==> src/rtl/load_store_unit.sv <==
// load_store_unit: MIPS data-memory bus initiator for lb/lh/lw/lbu/lhu/sb/sh/sw
// with byte-lane steering, load extension and AdEL/AdES detection before any bus activity.
module load_store_unit #(
  parameter logic [31:0] DATA_BASE    = 32'h1001_0000,
  parameter logic [31:0] DATA_END     = 32'h1001_1FFF,
  parameter logic [31:0] KDATA_BASE   = 32'h9000_0000,
  parameter logic [31:0] KDATA_END    = 32'h9000_07FF,
  parameter int          READ_LATENCY = 1
) (
  input  logic        iCLK,
  input  logic        iRST,
  input  logic        iStart,
  input  logic        iIsStore,
  input  logic [1:0]  iSize,
  input  logic        iUnsigned,
  input  logic        iKernelMode,
  input  logic [31:0] iAddress,
  input  logic [31:0] iStoreData,
  output logic        oBusy,
  output logic        oDone,
  output logic [31:0] oLoadData,
  output logic        oException,
  output logic [4:0]  oExcCode,
  output logic [31:0] oBadVAddr,
  output logic        oReadEnable,
  output logic        oWriteEnable,
  output logic [3:0]  oByteEnable,
  output logic [31:0] oAddress,
  output logic [31:0] oWriteData,
  input  logic [31:0] iReadData
);
  localparam logic [2:0] S_IDLE = 3'd0, S_ACCESS = 3'd1, S_WAIT = 3'd2, S_DONE = 3'd3, S_FAULT = 3'd4;
  localparam int CW = (READ_LATENCY > 1) ? $clog2(READ_LATENCY) : 1;
  logic [2:0]    r_state;
  logic          r_busy, r_done, r_exc, r_re, r_we, r_st, r_uns;
  logic [4:0]    r_code;
  logic [3:0]    r_be;
  logic [1:0]    r_size;
  logic [31:0]   r_ld, r_bad, r_addr, r_wd, r_cap_addr, r_cap_data;
  logic [CW-1:0] r_cnt;
  logic          w_accept, w_mis, w_unmapped, w_byte, w_half;
  logic [3:0]    w_be;
  logic [7:0]    w_rd_byte;
  logic [15:0]   w_rd_half;
  logic [31:0]   w_wd, w_ext;
  always_comb begin
    w_accept   = iStart && !r_busy && r_state == S_IDLE;
    w_mis      = (iSize == 2'b01 && iAddress[0]) || (iSize[1] && iAddress[1:0] != 2'b00);
    w_unmapped = !(iAddress >= DATA_BASE && iAddress <= DATA_END) &&
                 !(iKernelMode && iAddress >= KDATA_BASE && iAddress <= KDATA_END);
    w_byte     = r_size == 2'b00;
    w_half     = r_size == 2'b01;
    w_be       = w_byte ? 4'b0001 << r_cap_addr[1:0] : w_half ? (r_cap_addr[1] ? 4'b1100 : 4'b0011) : 4'b1111;
    w_wd       = w_byte ? {4{r_cap_data[7:0]}} : w_half ? {2{r_cap_data[15:0]}} : r_cap_data;
    w_rd_byte  = iReadData[{r_cap_addr[1:0], 3'b000} +: 8];
    w_rd_half  = r_cap_addr[1] ? iReadData[31:16] : iReadData[15:0];
    w_ext      = w_byte ? {{24{!r_uns && w_rd_byte[7]}}, w_rd_byte} :
                 w_half ? {{16{!r_uns && w_rd_half[15]}}, w_rd_half} : iReadData;
  end
  always_ff @(posedge iCLK) begin
    if (iRST) begin
      r_state    <= S_IDLE;
      r_busy     <= 1'b0;
      r_done     <= 1'b0;
      r_exc      <= 1'b0;
      r_code     <= 5'd0;
      r_re       <= 1'b0;
      r_we       <= 1'b0;
      r_be       <= 4'd0;
      r_ld       <= 32'd0;
      r_bad      <= 32'd0;
      r_addr     <= 32'd0;
      r_wd       <= 32'd0;
      r_st       <= 1'b0;
      r_uns      <= 1'b0;
      r_size     <= 2'd0;
      r_cap_addr <= 32'd0;
      r_cap_data <= 32'd0;
      r_cnt      <= '0;
    end else begin
      case (r_state)
        S_IDLE: begin
          // busy stays high through the oDone cycle, so a start there is ignored
          r_busy <= w_accept;
          r_done <= 1'b0;
          r_exc  <= 1'b0;
          r_code <= 5'd0;
          if (w_accept) begin
            r_st       <= iIsStore;
            r_size     <= iSize;
            r_uns      <= iUnsigned;
            r_cap_addr <= iAddress;
            r_cap_data <= iStoreData;
            r_state    <= (w_mis || w_unmapped) ? S_FAULT : S_ACCESS;
          end
        end
        S_FAULT: begin
          r_done  <= 1'b1;
          r_exc   <= 1'b1;
          r_code  <= r_st ? 5'd5 : 5'd4;
          r_bad   <= r_cap_addr;
          r_state <= S_IDLE;
        end
        S_ACCESS: begin
          r_addr <= r_cap_addr;
          r_be   <= w_be;
          r_cnt  <= '0;
          if (r_st) begin
            r_we    <= 1'b1;
            r_wd    <= w_wd;
            r_state <= S_DONE;
          end else begin
            r_re    <= 1'b1;
            r_state <= S_WAIT;
          end
        end
        S_WAIT: begin
          if (r_cnt == CW'(READ_LATENCY - 1)) begin
            r_ld    <= w_ext;
            r_state <= S_DONE;
          end else begin
            r_cnt <= r_cnt + 1'b1;
          end
        end
        S_DONE: begin
          r_done  <= 1'b1;
          r_re    <= 1'b0;
          r_we    <= 1'b0;
          r_be    <= 4'd0;
          r_state <= S_IDLE;
        end
        default: r_state <= S_IDLE;
      endcase
    end
  end
  assign oBusy        = r_busy;
  assign oDone        = r_done;
  assign oLoadData    = r_ld;
  assign oException   = r_exc;
  assign oExcCode     = r_code;
  assign oBadVAddr    = r_bad;
  assign oReadEnable  = r_re;
  assign oWriteEnable = r_we;
  assign oByteEnable  = r_be;
  assign oAddress     = r_addr;
  assign oWriteData   = r_wd;
endmodule

==> config.mk <==
export PLATFORM = sky130hd
export DESIGN_NAME = load_store_unit
export DESIGN_NICKNAME = d
export VERILOG_FILES = /design/src/rtl/load_store_unit.sv
export SDC_FILE = /design/constraint.sdc
export NUM_CORES = 1
export LEC_CHECK = 0
export BUFFER_PORTS_ARGS = -buffer_cell sky130_fd_sc_hd__buf_4
export CELL_PAD_IN_SITES_DETAIL_PLACEMENT = 1
export CELL_PAD_IN_SITES_GLOBAL_PLACEMENT = 2
export CORE_ASPECT_RATIO = 0.5
export CORE_MARGIN = 2
export CORE_UTILIZATION = 31
export DETAILED_ROUTE_END_ITERATION = 16
export PLACE_DENSITY_LB_ADDON = 0.1
export SYNTH_ARGS = -nofsm -noshare
export SYNTH_HDL_FRONTEND = slang
export SYNTH_SLANG_ARGS = --single-unit
==> constraint.sdc <==
create_clock -name iCLK -period 3 [get_ports iCLK]
set_input_delay 0 -clock iCLK [delete_from_list [all_inputs] [get_ports iCLK]]
set_output_delay 0 -clock iCLK [all_outputs]
set_load 0.01 [all_outputs]
Word-level counts from Yosys, hierarchy flattened
Index checks and enable logic that the tools add are counted.
- flip-flop bits (word level): 214
- bits of input ports: 104
- output and inout bits: 142
- logic and storage cells: 90
- add/subtract/negate cells: 1
- $lt $le $gt $ge: 4
- eq/ne operators: 10
- shift operators: 2
- mux-type cells: 24
- bitwise gates (word level): 1
- reduce and logical (&&, ||, !) cells: 30
- operators with widths (cell ; count):
    two-way mux 32 bit ; 4
    >= comparator 32 x 29 -> 1 bit (second input constant) ; 1
    >= comparator 32 bit (second input constant) ; 1
    <= comparator 32 x 29 -> 1 bit (second input constant) ; 1
    <= comparator 32 bit (second input constant) ; 1
    indexed part select 32 x 6 -> 8 bit ; 1
    two-way mux 16 bit ; 1
    two-way mux 4 bit ; 3
    AND reduction 2 bit ; 6
    logical AND 1 bit ; 10
    case mux 1 bit (2 select lines) ; 5
    case mux 5 bit (2 select lines) ; 1
    nonzero test 2 bit ; 5
    two-way mux 3 bit ; 3
    case mux 3 bit (3 select lines) ; 1
    != test 2 bit (second input constant) ; 4
    case mux 4 bit (2 select lines) ; 1
    equality test 3 x 2 -> 1 bit (second input constant) ; 2
    two-way mux 1 bit ; 5
    equality test 2 x 1 -> 1 bit (second input constant) ; 2
    logical NOT 1 bit ; 4
    left shift 1 x 2 -> 4 bit (first input constant) ; 1
    equality test 3 x 1 -> 1 bit (second input constant) ; 1
    equality test 3 bit (second input constant) ; 1
    other kinds (6) ; 7

Logic depth before layout (Yosys ltp)
- depth after elaboration: 9
- mapped depth: 8
- mapped depth without buffers: 4

Least setup slack after synthesis
No wires, ideal clock.
- path kind: register to register
- from: reg r_cap_addr[1]
- to: reg r_ld[20] (netlist: oLoadData[20])
- setup time: 0.142 ns
- data arrival time: 1.505 ns
- required time: 2.858 ns
- setup slack: 1.353 ns
- cell stages (with the launch flop): 7
- path buffers: 2
- cells stage by stage: dfxtp_1 buf_6 mux4_2 mux2i_1 o31a_4 buf_6 a211oi_2
- longest elaborated chain between the ends: 4
- elaborated cells between the ends (all ways): 6
- ends and longest elaborated chain (item ; RTL line ; text):
    from (decl) ; 39 ; logic [31:0] r_ld, r_bad, r_addr, r_wd, r_cap_addr, r_cap_data;
    from (signal assigned) ; 92 ; r_cap_addr <= iAddress;
    branches (longest 3 deep; another with indexed part select 32 x 6 -> 8 bit) ; n/a ;
    two-way mux 32 bit (*) ; 57 ; w_ext = w_byte ? {{24{!r_uns && w_rd_byte[7]}}, w_rd_byte} :
    to (signal assigned) ; 119 ; r_ld <= w_ext;
    to (decl) ; 39 ;
Mark *: on every way between the ends.
A chain may end at the register's enable or synchronous reset.

Final worst setup path
- from: reg r_state[0]
- to: reg r_wd[14] (netlist: oWriteData[14])
- longest elaborated chain between the ends: 2
- ends and longest elaborated chain (item ; RTL line ; text):
    from (decl) ; 34 ; logic [2:0] r_state;
    from (signal assigned) ; 94 ; r_state <= (w_mis || w_unmapped) ? S_FAULT : S_ACCESS;
    equality test 3 x 1 -> 1 bit ; 81 ; case (r_state)
    AND reduction 2 bit (no source line) ; n/a ;
    to (signal assigned) ; 110 ; r_wd <= w_wd;
    to (decl) ; 39 ;
No other way between the ends.

==> flow_metrics.py <==
metrics = {
    "run_status": {
        "outcome": "finished clean",
    },
    "timing": {
        "setup-violations-final": 0,
        "whs_ns": 0.287,
        "rsz0062_at_grt": "no",
        "drv_slew": 0,
        "setup_ws_ns": 0.840,
        "finalCriticalPeriod_ns": 2.16,
        "slew_headroom_pct": 53.5,
        "skew_ns": 0.00600,
        "timing.final.crit_share_pct": 72.0,
        "max_freq_ghz": 0.463,
        "fin_setup_tns_ns": 0,
        "worst_slew_pin_slew_ns": 0.698,
        "hold_viol_final": 0,
    },
    "floorplanning": {
        "rows": 42,
        "die_h_um": 120,
        "dieArea_sq_um": 28300,
        "ios": 246,
        "initial_utilization_pct": 31.6,
        "die_w_um": 236,
        "fp.coreArea_sq_um": 26400,
    },
    "placed_design": {
        "place_ws_ns": 0.863,
        "io_buffers": 242,
        "place_hpwl_um": 20200,
        "gp_congestion": 0.809,
        "dp.cells": 1552,
    },
    "synthesis": {
        "synth_top_family_by_area": "simple AND/OR/NAND/NOR gates",
        "synthDistinctLibCells": 39,
        "synth_adder_area_share_pct": 0,
        "synth_top_area_share_pct": 50.1,
        "yosysWarnings": 0,
        "synth_top_cell_by_area": "dfxtp_1",
        "synth_xor_area_share_pct": 0.105,
        "avgSynthCellArea_sq_um": 8.18,
        "netlist_instances": 1021,
        "yosysSeqAreaShare_pct": 50.1,
        "ys_ff_latch": 209,
        "synth-compound-area-share_pct": 16.9,
        "synth_area_leaders": "dfxtp_1 50%, nand2_1 15%, a21oi_1 9.5%",
        "synth-simple-area-share_pct": 21.5,
        "syn_area_sq_um": 8350,
        "synth_mux_area_share_pct": 6.38,
    },
    "drt": {
        "drc": 0,
        "routedWlPerCell_um": 17.6,
        "num_vias": 8150,
        "firstDrtPassIters": 4,
        "viasPerCell": 4.81,
        "drt_iter0_drc": 345,
        "ant_nets": 0,
        "totalWireLength_um": 29800,
    },
    "clock_network": {
        "cts-resized-gates": 0,
        "cts.htree.levels": 1,
        "cts.sinks": 209,
        "cts_root_buf": "clkbuf_16",
        "clkLatencyLatePin_ns": 0.51,
        "numCtsBuffers": 22,
        "cts_tree": "built",
        "post_cts_buffers": 0,
        "cts_buffer_depth": 3,
        "cts.clk_slew.worst_paths_ns": 0.06,
    },
    "critical_path": {
        "worstPathArrival_ns": 2.57,
        "cp_cell_sequence": "nor3b_4 > buf_4 > and2_2 > buf_12 > nor2_1 > a311oi_1",
        "path_class": "reg -> reg",
        "timing.rr.start": "r_state[0]",
        "critPathMaxFanout": 25,
        "critical_path_buf_inv_count": 2,
        "endpoint_kind": "flip-flop",
        "r2r-end": "oWriteData[14]",
        "reg2reg_slack_ns": 0.84,
        "slowest_delay_ns": 0.55,
        "r2r_cells": 6,
        "cpMaxStageDelayCell": "dfxtp_1",
        "startpoint_type": "flip-flop",
        "cp.required_ns": 3.41,
        "critical-path-top-delay-family": "simple AND/OR/NAND/NOR gates",
    },
    "finish": {
        "drive_above_1_share_pct": 24.6,
        "nets": 1430,
        "stdcell_count": 1694,
        "area_growth_pct": 46.1,
        "num_antenna_cells": 0,
    },
    "run": {
        "maxCapViolCount": 0,
    },
    "grt": {
        "antenna_found_initial": 0,
        "grt_max_degree": 88,
        "gr-usage-all-layers_pct": 20.9,
        "grt-ovfl-total": 0,
        "grt_pass1_wl_um": 47400,
        "grt_pass1_vias": 8524,
    },
    "power": {
        "total_power_mw": 6.51,
        "p_per_area_nw_per_um2": 534,
        "max-vdd-ir-drop_v": 0.000325,
        "leakage_nw": 4.86,
    },
    "hold_path": {
        "hold_end": "r_cap_data[26]",
        "min_from": "iStoreData[26]",
        "whs_path_depth": 4,
        "hold_class": "in -> reg",
    },
}
## flip-flops by register name, summed over array words and instances (netlist names)
| register | cells |
|---|---|
| r_cap_data | 32 |
| oBusy | 1 |
| oWriteData | 32 |
| oByteEnable | 4 |
| oLoadData | 32 |
| r_cap_addr | 32 |
| r_uns | 1 |
| oAddress | 32 |
| oBadVAddr | 32 |
| oReadEnable | 1 |
| oDone | 1 |
| r_size | 2 |
| oExcCode | 2 |
| r_state | 3 |
| oWriteEnable | 1 |
| r_st | 1 |
## per-layer routing
layer | track usage, % | up-vias | routed length, um
li1 | - | 4026 | -
met1 | 26.8 | 3956 | 13600
met2 | 37.2 | 131 | 14500
met3 | 3.80 | 37 | 1120
met4 | 3.82 | 0 | 497
met5 | 0 | - | 0
## synth_stat cells
| cell | instances |
|---|---|
| nand3_1 | 1 |
| nand2_1 | 343 |
| buf_1 | 1 |
| buf_6 | 4 |
| buf_4 | 8 |
| nor4_1 | 2 |
| o211a_1 | 7 |
| dfxtp_1 | 209 |
| buf_2 | 20 |
| mux4_2 | 8 |
| a311oi_1 | 8 |
| nor3b_2 | 1 |
| a211oi_2 | 10 |
| nor3b_4 | 2 |
| and2_1 | 2 |
| nand2b_1 | 6 |
| nor3_1 | 20 |
| a21oi_1 | 158 |
| clkbuf_1 | 54 |
| a211oi_1 | 17 |
| o21a_1 | 8 |
| o21ai_0 | 22 |
| conb_1 | 1 |
| o31a_4 | 1 |
| nand4_1 | 1 |
| a21boi_2 | 1 |
| nor4b_1 | 2 |
| nor2b_1 | 4 |
| xnor2_1 | 1 |
| a2bb2oi_1 | 1 |
| mux2_2 | 2 |
| nor2_1 | 55 |
| a31oi_1 | 1 |
| or2_1 | 1 |
| o211ai_1 | 1 |
| a22oi_1 | 1 |
| nand3b_1 | 3 |
| or4_1 | 1 |
| mux2i_1 | 33 |
## power by group
group / internal, mW / leakage (nW) / total (mW) / switching, mW
registers: 2.85 / 1.69 / 2.92 / 0.0683
logic: 0.308 / 2.78 / 0.645 / 0.337
clock network: 1.78 / 0.388 / 2.95 / 1.17
total: 4.94 / 4.86 / 6.51 / 1.57
## cells in the final DEF, fill, tap and decap left out, drive strengths merged, types with 3 or more instances in the layout
cell / count
a211oi: 27
nand2: 343
dlygate4sd3: 102
clkbuf: 30
nor3b: 3
nor2: 55
nand3b: 3
a311oi: 8
o21ai: 22
dfxtp: 209
conb: 3
mux2i: 33
a21oi: 158
o211a: 7
buf: 264
o21a: 8
nor3: 20
clkinv: 6
mux4: 8
nand2b: 6
bufinv: 3
nor2b: 4
## layout make-up
type	count	area [sq um]
clock buffer	30	652
clock inverter	10	128
fill	3139	14200
multi-input combinational	727	3770
sequential	209	4190
tap	352	440
timing repair buffer	366	3020
## kinds of logic after synthesis
group | after synthesis
XOR/XNOR | 1
AO/OA/AOI/OAI | 236
other | 1
buffers and inverters | 87
multiplexers | 43
flip-flops | 209
AND/OR/NAND/NOR | 444
## tightest hold or removal path: cells and delay by family
kind	cells	cell delay, ns
compound gates	1	0.10
buf+inv	2	0.62
simple gates	1	0.04
## timing repair
action                                  CTS  global route
endpoints found under the setup margin    0             0
hold buffers                            102             0
endpoints found under the hold margin   103             0
## how the worst max path moves through the flow
| stage | cells past startpoint | from | endpoint | slack, ns |
|---|---|---|---|---|
| after floorplan | 6 | r_cap_addr[1] | oLoadData[20] | 1.35 |
| after global placement | 6 | r_state[0] | oWriteData[14] | 0.91 |
| after detailed placement | 6 | r_state[0] | oWriteData[13] | 0.86 |
| after CTS | 6 | r_state[0] | oWriteData[14] | 0.81 |
| after global routing | 6 | r_state[0] | oWriteData[14] | 0.66 |
| final | 6 | r_state[0] | oWriteData[14] | 0.84 |
## through the flow
stage                     area, sq um  util, %
after CTS                       12200     46.1
after detailed placement        10400     39.3
after global routing            12200     46.1
final                           12200     46.1
after floorplan                  8360        -
after global placement          10400     39.3
No activity file was read; power rests on OpenSTA's default activity.
